$ cat config.mk
export PLATFORM = sky130hd
export DESIGN_NAME = joy_serial_scanner_flat
export DESIGN_NICKNAME = d
export VERILOG_FILES = /design/src/rtl/joy_serial_scanner_if.sv /design/src/rtl/joy_serial_scanner.sv /design/src/flat_wrapper.sv
export SDC_FILE = /design/constraint.sdc
export NUM_CORES = 1
export LEC_CHECK = 0
export ABC_CLOCK_PERIOD_IN_PS = 8840
export BUFFER_PORTS_ARGS = -buffer_cell sky130_fd_sc_hd__buf_2
export CAP_MARGIN = 10
export CORE_MARGIN = 2
export CORE_UTILIZATION = 35
export DETAILED_ROUTE_END_ITERATION = 12
export HOLD_SLACK_MARGIN = 0.12
export PLACE_DENSITY = 0.49
export SYNTH_ARGS = -nofsm -noshare
export SYNTH_HDL_FRONTEND = slang
export SYNTH_SLANG_ARGS = --single-unit
$ cat constraint.sdc
create_clock -name clk_sys -period 8.84 [get_ports clk_sys]
set_clock_uncertainty 0.05 [all_clocks]
set_input_delay 1.326 -clock clk_sys [delete_from_list [all_inputs] [get_ports clk_sys]]
set_output_delay 1.326 -clock clk_sys [all_outputs]
set_load 0.005 [all_outputs]
$ cat src/rtl/joy_serial_scanner_if.sv
// rtl/joy_serial_scanner_if.sv - joystick shift-chain pins and deserialised outputs
interface joy_serial_scanner_if #(
    parameter int WIDTH = 16
);
    logic             joy_clk;
    logic             joy_load;
    logic             joy_data;
    logic [WIDTH-1:0] joy_out;
    logic [WIDTH-1:0] joy_raw;
    logic             frame_done;

    modport master (
        output joy_clk, joy_load, joy_out, joy_raw, frame_done,
        input  joy_data
    );

    modport slave (
        input  joy_clk, joy_load, joy_out, joy_raw, frame_done,
        output joy_data
    );
endinterface

$ cat src/rtl/joy_serial_scanner.sv
// rtl/joy_serial_scanner.sv - free-running joystick shift-chain reader with per-bit frame debounce
module joy_serial_scanner #(
    parameter int NUM_PLAYERS     = 2,
    parameter int BITS_PER_PLAYER = 8,
    parameter int CLK_DIV_LOG2    = 8,
    parameter int DEBOUNCE_FRAMES = 2,
    parameter bit ACTIVE_LOW      = 1'b1
) (
    input  logic                  clk_sys,
    input  logic                  reset,
    joy_serial_scanner_if.master  bus
);
    localparam int N     = NUM_PLAYERS * BITS_PER_PLAYER;
    localparam int IDX_W = (N > 1) ? $clog2(N) : 1;
    localparam logic [N-1:0]     IDLE     = {N{ACTIVE_LOW}};
    localparam logic [IDX_W-1:0] LAST_IDX = IDX_W'(N - 1);
    localparam logic [3:0]       DB_LIM   = 4'(DEBOUNCE_FRAMES);

    logic [CLK_DIV_LOG2-1:0] div_q, div_d;
    logic [IDX_W-1:0]        idx_q, idx_d;
    logic [N-1:0]            sh_q, sh_d;
    logic [N-1:0]            raw_q, raw_d;
    logic [N-1:0]            out_q, out_d;
    logic [3:0]              cnt_q [N];
    logic [3:0]              cnt_d [N];
    logic                    done_q, done_d;
    logic                    tick, last;

    always_comb begin
        div_d  = div_q + 1'b1;
        tick   = (div_q == '0);
        last   = tick && (idx_q == LAST_IDX);
        idx_d  = idx_q;
        sh_d   = sh_q;
        raw_d  = raw_q;
        out_d  = out_q;
        done_d = 1'b0;
        for (int i = 0; i < N; i++) begin
            cnt_d[i] = cnt_q[i];
        end

        // First slot of a frame lands in the MSB of the highest player word
        if (tick) begin
            sh_d[LAST_IDX - idx_q] = bus.joy_data;
            idx_d = last ? '0 : idx_q + 1'b1;
        end

        if (last) begin
            raw_d  = sh_d;
            done_d = 1'b1;
            for (int i = 0; i < N; i++) begin
                if (sh_d[i] == out_q[i]) begin
                    cnt_d[i] = '0;
                end else if (cnt_q[i] + 4'd1 >= DB_LIM) begin
                    out_d[i] = sh_d[i];
                    cnt_d[i] = '0;
                end else begin
                    cnt_d[i] = cnt_q[i] + 4'd1;
                end
            end
        end
    end

    always_ff @(posedge clk_sys or posedge reset) begin
        if (reset) begin
            div_q  <= '0;
            idx_q  <= '0;
            sh_q   <= IDLE;
            raw_q  <= IDLE;
            out_q  <= IDLE;
            done_q <= 1'b0;
            for (int i = 0; i < N; i++) begin
                cnt_q[i] <= '0;
            end
        end else begin
            div_q  <= div_d;
            idx_q  <= idx_d;
            sh_q   <= sh_d;
            raw_q  <= raw_d;
            out_q  <= out_d;
            done_q <= done_d;
            for (int i = 0; i < N; i++) begin
                cnt_q[i] <= cnt_d[i];
            end
        end
    end

    // Shift clock taken straight from the divider so it has no skew against tick
    assign bus.joy_clk    = div_q[CLK_DIV_LOG2-1];
    assign bus.joy_load   = (idx_q != '0);
    assign bus.joy_raw    = raw_q;
    assign bus.joy_out    = out_q;
    assign bus.frame_done = done_q;
endmodule
$ cat src/flat_wrapper.sv
// flat-port wrapper written by rule: the top's interface ports become plain ports
module joy_serial_scanner_flat 
#(
    parameter int NUM_PLAYERS     = 2,
    parameter int BITS_PER_PLAYER = 8,
    parameter int CLK_DIV_LOG2    = 8,
    parameter int DEBOUNCE_FRAMES = 2,
    parameter bit ACTIVE_LOW      = 1'b1
)
  (clk_sys, reset, bus_joy_clk, bus_joy_load, bus_joy_out, bus_joy_raw, bus_frame_done, bus_joy_data);
  joy_serial_scanner_if bus_i ();
  input  logic clk_sys;
  input  logic reset;
  output wire logic [$bits(bus_i.joy_clk)-1:0] bus_joy_clk;
  output wire logic [$bits(bus_i.joy_load)-1:0] bus_joy_load;
  output wire logic [$bits(bus_i.joy_out)-1:0] bus_joy_out;
  output wire logic [$bits(bus_i.joy_raw)-1:0] bus_joy_raw;
  output wire logic [$bits(bus_i.frame_done)-1:0] bus_frame_done;
  input wire logic [$bits(bus_i.joy_data)-1:0] bus_joy_data;
  assign bus_joy_clk = bus_i.joy_clk;
  assign bus_joy_load = bus_i.joy_load;
  assign bus_joy_out = bus_i.joy_out;
  assign bus_joy_raw = bus_i.joy_raw;
  assign bus_frame_done = bus_i.frame_done;
  assign bus_i.joy_data = bus_joy_data;
  joy_serial_scanner #(.NUM_PLAYERS(NUM_PLAYERS), .BITS_PER_PLAYER(BITS_PER_PLAYER), .CLK_DIV_LOG2(CLK_DIV_LOG2), .DEBOUNCE_FRAMES(DEBOUNCE_FRAMES), .ACTIVE_LOW(ACTIVE_LOW)) u_core (.clk_sys(clk_sys), .reset(reset), .bus(bus_i));
endmodule
======== Yosys cells after proc, flatten, opt, wreduce, memory -nomap -nowiden ========
Cells that the tools add are included.
Widths: inputs -> output; s select.
operators by class
  $lt $le $gt $ge ......................... 18
  muxes and demuxes ....................... 38
  bitwise gates (word level) .............. 16
  add/subtract/negate cells ............... 19
  equality and inequality tests ........... 17
  reductions and logical operators ........ 20
operator list
  cell                 number
  $mux 4               33
  $add 4x1->4 const B  17
  $ge 4x2->1 const B   16
  $reduce_and 3->1     16
  $bwmux 16            1
  $eq 1x1->1           16
  $mux 16              1
  $not 1->1            16
  $add 8x1->8 const B  1
  $logic_not 8->1      1
  $lt 4x5->1 const B   1
  $demux 1 s4          1
  $eq 4x4->1 const B   1
  $ge 4x1->1 const B   1
  $reduce_bool 4->1    1
  $sub 4x4->4 const A  1
  $logic_and 1x1->1    2
  $mux 1               2
storage, ports and cells
  word-level logic and storage cells ...... 165
  input port bits ......................... 3
  bits in registers ....................... 125
  output and inout port bits .............. 35

======== Depth between registers and ports, before layout ========
  depth in word-level cells ............... 10
  mapped depth ............................ 10
  gate-level depth less buffers ........... 8

======== Least setup slack after synthesis ========
No wires, ideal clock.
  path type ............................... input to register
  start ................................... input port bus_joy_data
  end ..................................... register u_core.cnt_q[28] (netlist bit)
  data arrival time ....................... 2.300 ns
  setup time .............................. 0.092 ns
  required time ........................... 8.698 ns
  buffers on the path ..................... 2
  cell stages on the path ................. 6
  setup slack ............................. 6.398 ns
  cells stage by stage .................... clkbuf_1 clkbuf_1 mux2i_1 inv_1 xnor2_1 o31ai_2
on the way
  word-level cells in the longest chain between the ends .. 4
ends and longest elaborated chain
  what                             RTL line                  RTL
  from (decl)                      flat_wrapper.sv:19        input wire logic [$bits(bus_i.joy_data)-1:0] bus_joy_data;
  $bwmux 16                        joy_serial_scanner.sv:44  sh_d[LAST_IDX - idx_q] = bus.joy_data;
  $mux 16                          joy_serial_scanner.sv:43  if (tick) begin
  named net u_core.sh_d[8]         joy_serial_scanner.sv:21  logic [N-1:0] sh_q, sh_d;
  $eq 1x1->1                       joy_serial_scanner.sv:52  if (sh_d[i] == out_q[i]) begin
  $mux 4                           joy_serial_scanner.sv:52
  to (signal, indexed assignment)  joy_serial_scanner.sv:83  cnt_q[i] <= cnt_d[i];
  to (decl)                        joy_serial_scanner.sv:24  logic [3:0] cnt_q [N];
The timed path passes the listed nets, and every way through them passes these cells.
A chain may end at the register's enable or synchronous reset.

======== Worst setup path in the final report ========
  start ................................... register u_core.idx_q[0]
  end ..................................... register u_core.out_q[15] (netlist: u_core.bus.joy_out[15])
on the way
  word-level cells in the longest chain between the ends .. 10
  elaborated cells between the ends (all ways) .. 13
  classes of those cells .................. add/sub (1); order compare (2); eq/ne (2); mux (4); bitwise (1); reduce/logical (3)
ends and longest elaborated chain
  what                                                                   RTL line                  RTL
  from (decl)                                                            joy_serial_scanner.sv:20  logic [IDX_W-1:0] idx_q, idx_d;
  from (signal assigned)                                                 joy_serial_scanner.sv:77  idx_q <= idx_d;
  $sub 4x4->4                                                            joy_serial_scanner.sv:44
  $lt 4x5->1 (implied by the code) / $ge 4x1->1 (equally long branches)  joy_serial_scanner.sv:44
  $logic_and 1x1->1 (implied by the code)                                joy_serial_scanner.sv:44
  $mux 1 (implied by the code)                                           joy_serial_scanner.sv:44
  $demux 1 s4                                                            -
  $bwmux 16                                                              joy_serial_scanner.sv:44
  $mux 16                                                                joy_serial_scanner.sv:43
  $eq 1x1->1                                                             joy_serial_scanner.sv:52
  $not 1->1 (no source line)                                             -
  $reduce_and 3->1 (no source line)                                      -
  to (signal assigned)                                                   joy_serial_scanner.sv:80  out_q <= out_d;
  to (decl)                                                              joy_serial_scanner.sv:23  logic [N-1:0] out_q, out_d;
Parallel ways exist; a longest one is shown, timed or not.

==> results.txt <==
status = complete, no violations
die span in x = 136 um
Post CTS Setup Buffer Count = 0
Final ANT Viol Nets = 0
CTS tree = built
Skew-Pair Late Insertion Delay = 420 ps
Diodes inserted = 0
Mapped Area = 6140 um2
Port-buffer cells = 37
crit path launch type = flop
Yosys cell types = 38
total power per unit cell area = 185 nW/um2
core area = 17200 um2
Hold WC Path Type = flop to flop
post-DR vias/cell = 4.80
Slew HR = 40.7%
Min-Delay Endpoint = u_core.bus.joy_raw[1]
initial antenna violation count = 0
vias in the first global route = 4213
Power, Total = 1.31 mW
DP HPWL = 7620 um
Crit Reg-Reg Startpoint = u_core.idx_q[0]
Avg Inst Size Synth = 10.7 um2
Worst Min Path Start = u_core.bus.joy_raw[1]
DR pass1 iterations = 5
Crit Path Class = flop to flop
growth of design area from synthesis to finish = 15.6%
hold depth = 2
period utilisation layout = 35.1%
sequential area share after synthesis = 51.5%
Nets = 656
Initial Utilization = 35.6%
RePlAce Congestion = 0.738
post-layout minimum cycle time = 3110 ps
number of max-cap violations = 0
R2R cell count = 6
Resized cells post-CTS = 0
Post-CTS Hold Fix Bufs = 0
Boundary Pins = 38
leakage power = 3.08 nW
final worst setup slack = 5730 ps
Slew Limit Fails = 0
critical path capture point type = flop
register bit total from synthesis = 124
Required @ worst endpoint = 9140 ps
CTS H-tree depth = 4
Core Rows = 48
layout cells sized above 1 = 26.1%
Synth Warn # = 0
syn_nets = 617
vias after detailed routing = 4093
initial drt markers = 194
Final TNS setup = 0 ps
Sink Count = 124
reg2reg setup slack = 5730 ps
DIE AREA = 18600 um2
Num CTS Buffers = 17
Total GRT Usage = 14.5%
Critical Path Fanout Max = 37
grt ovf = 0
RSZ-0062 raised after global routing = no
Worst VDD drop = 0.128 mV
Routed WL = 12000 um
R2R Path End = u_core.bus.joy_out[15]
wire per inst = 14.1 um
Remaining DRCs = 0
Final Setup Violations = 0
pre-CTS WS = 5640 ps
post-synthesis instance total = 576
Reg clk slew, reported paths = 60 ps
Longest Clk Path Bufs = 2
Die Span Y = 136 um
Fmax = 322 MHz
largest net degree at the start of global routing = 72
global-route wire length before repair = 20800 um
Final Hold Fails = 0
critical path arrival = 3400 ps
Root Driver = clkbuf_16
worst slew pin tran = 889 ps
-- cell families (layout without fill, tap and decap cells) --
group                    count (synthesis)  count (layout)  synth area share [%]
adder cells (fa/ha/maj)                 38              38                  7.75
XOR/XNOR                                32              32                  4.57
flip-flops                             124             124                  51.5
AO/OA/AOI/OAI                           49              49                  5.32
multiplexers                            29              29                  5.28
AND/OR/NAND/NOR                        260             260                  21.8
buffers and inverters                   44              96                  3.75
-- cells in the mapped netlist --
library cell	number	area (um2)
nand4_1	14	87.6
nor2b_1	34	213
xor2_1	4	35.0
nor4b_4	1	23.8
xnor2_1	28	245
dfstp_2	47	1230
nand3b_1	15	113
or4_1	5	37.5
a21oi_1	10	50.1
nand2_1	96	360
clkbuf_1	6	22.5
and3_2	1	7.51
buf_6	6	67.6
o31ai_2	6	75.1
buf_8	1	15.0
o22ai_1	8	50.1
nand2b_1	9	56.3
nor4b_1	1	8.76
inv_1	24	90.1
dfrtp_1	77	1930
nor2_1	41	154
nor4_1	1	6.26
and3_1	2	12.5
and2_1	11	68.8
or3_1	2	12.5
or3b_2	7	61.3
ha_1	38	475
mux2_2	27	304
mux2i_1	2	20.0
nor3_1	2	10.0
nand3_1	16	80.1
nand3_4	1	17.5
o21ai_0	13	65.1
o31ai_1	10	75.1
a31oi_1	1	6.26
or4_2	1	8.76
o21ai_1	1	5.00
buf_2	7	35.0
-- state kept, by name, indices dropped and copies added, names as in the netlist --
signal,flops
u_core.cnt_q,64
u_core.idx_q,4
u_core.bus.joy_out,16
u_core.div_q,8
u_core.sh_q,15
u_core.bus.frame_done,1
u_core.bus.joy_raw,16
-- layout make-up --
class | count | area (um2)
fill | 1663 | 10100
clock buffer | 18 | 439
clock inverter | 14 | 170
inverter | 24 | 92.6
sequential | 124 | 3160
multi-input combinational | 408 | 2750
timing repair buffer | 40 | 205
tap | 225 | 282
-- metrics by stage --
| stage | hold WS (ps) | util (%) | cells | cell area (um2) |
|---|---|---|---|---|
| final | 401 | 41.2 | 853 | 7100 |
| after global routing | 421 | 41.2 | 853 | 7100 |
| after CTS | 405 | 41.1 | 852 | 7090 |
| after detailed placement | 394 | 37.6 | 820 | 6480 |
| after global placement | 392 | 37.6 | 820 | 6480 |
| after floorplan | 394 | - | 576 | 6140 |
-- worst max-delay path by stage --
stage	from	endpoint	depth (start not counted)
2_1_floorplan	reset	u_core.bus.frame_done	1
3_3_place_gp	u_core.div_q[2]	u_core.bus.joy_out[0]	5
3_5_place_dp	u_core.div_q[2]	u_core.bus.joy_out[0]	5
4_1_cts	u_core.div_q[2]	u_core.bus.joy_out[0]	5
5_1_grt	u_core.idx_q[0]	u_core.bus.joy_out[15]	6
6_report	u_core.idx_q[0]	u_core.bus.joy_out[15]	6
-- power by group --
group	switching, mW	internal [mW]	leakage [nW]
Sequential	0.000941	0.575	1.46
Clock	0.262	0.450	0.277
Combinational	0.0185	0.00612	1.34
Total	0.282	1.03	3.08
-- cell usage in the layout (no fill, tap or decap), drive strengths merged --
cell	netlist	final
o31ai	16	16
ha	38	38
mux2	27	27
xnor2	28	28
nand2b	9	9
nor2b	34	34
mux2i	2	2
and3	3	3
inv	24	25
nand3	17	17
or4	6	6
nor3	2	2
clkinv	0	3
xor2	4	4
clkbuf	6	19
nor2	41	41
dfrtp	77	77
o22ai	8	8
and2	11	11
clkinvlp	0	7
bufinv	0	3
nor4	1	1
dfstp	47	47
a21oi	10	10
o21ai	14	14
nand2	96	96
or3b	7	7
buf	14	39
nor4b	2	2
a31oi	1	1
nand4	14	14
or3	2	2
nand3b	15	15
-- critical path, cell delays in order (launching register included) --
cell     delay [ps]
dfrtp_1         430
ha_1            300
nor4b_1         570
and3_2          810
buf_4           460
nand2_1         100
mux2_2          280
-- layer usage --
layer | wire length [um] | GRT usage (%) | up-vias
met2 | 5750 | 23.5 | 52
met4 | 148 | 5.79 | 0
li1 | - | - | 2011
met1 | 5770 | 18.4 | 2020
met3 | 355 | 3.99 | 10
met5 | 0 | 0 | -
Power figures use the tool's default switching activity.
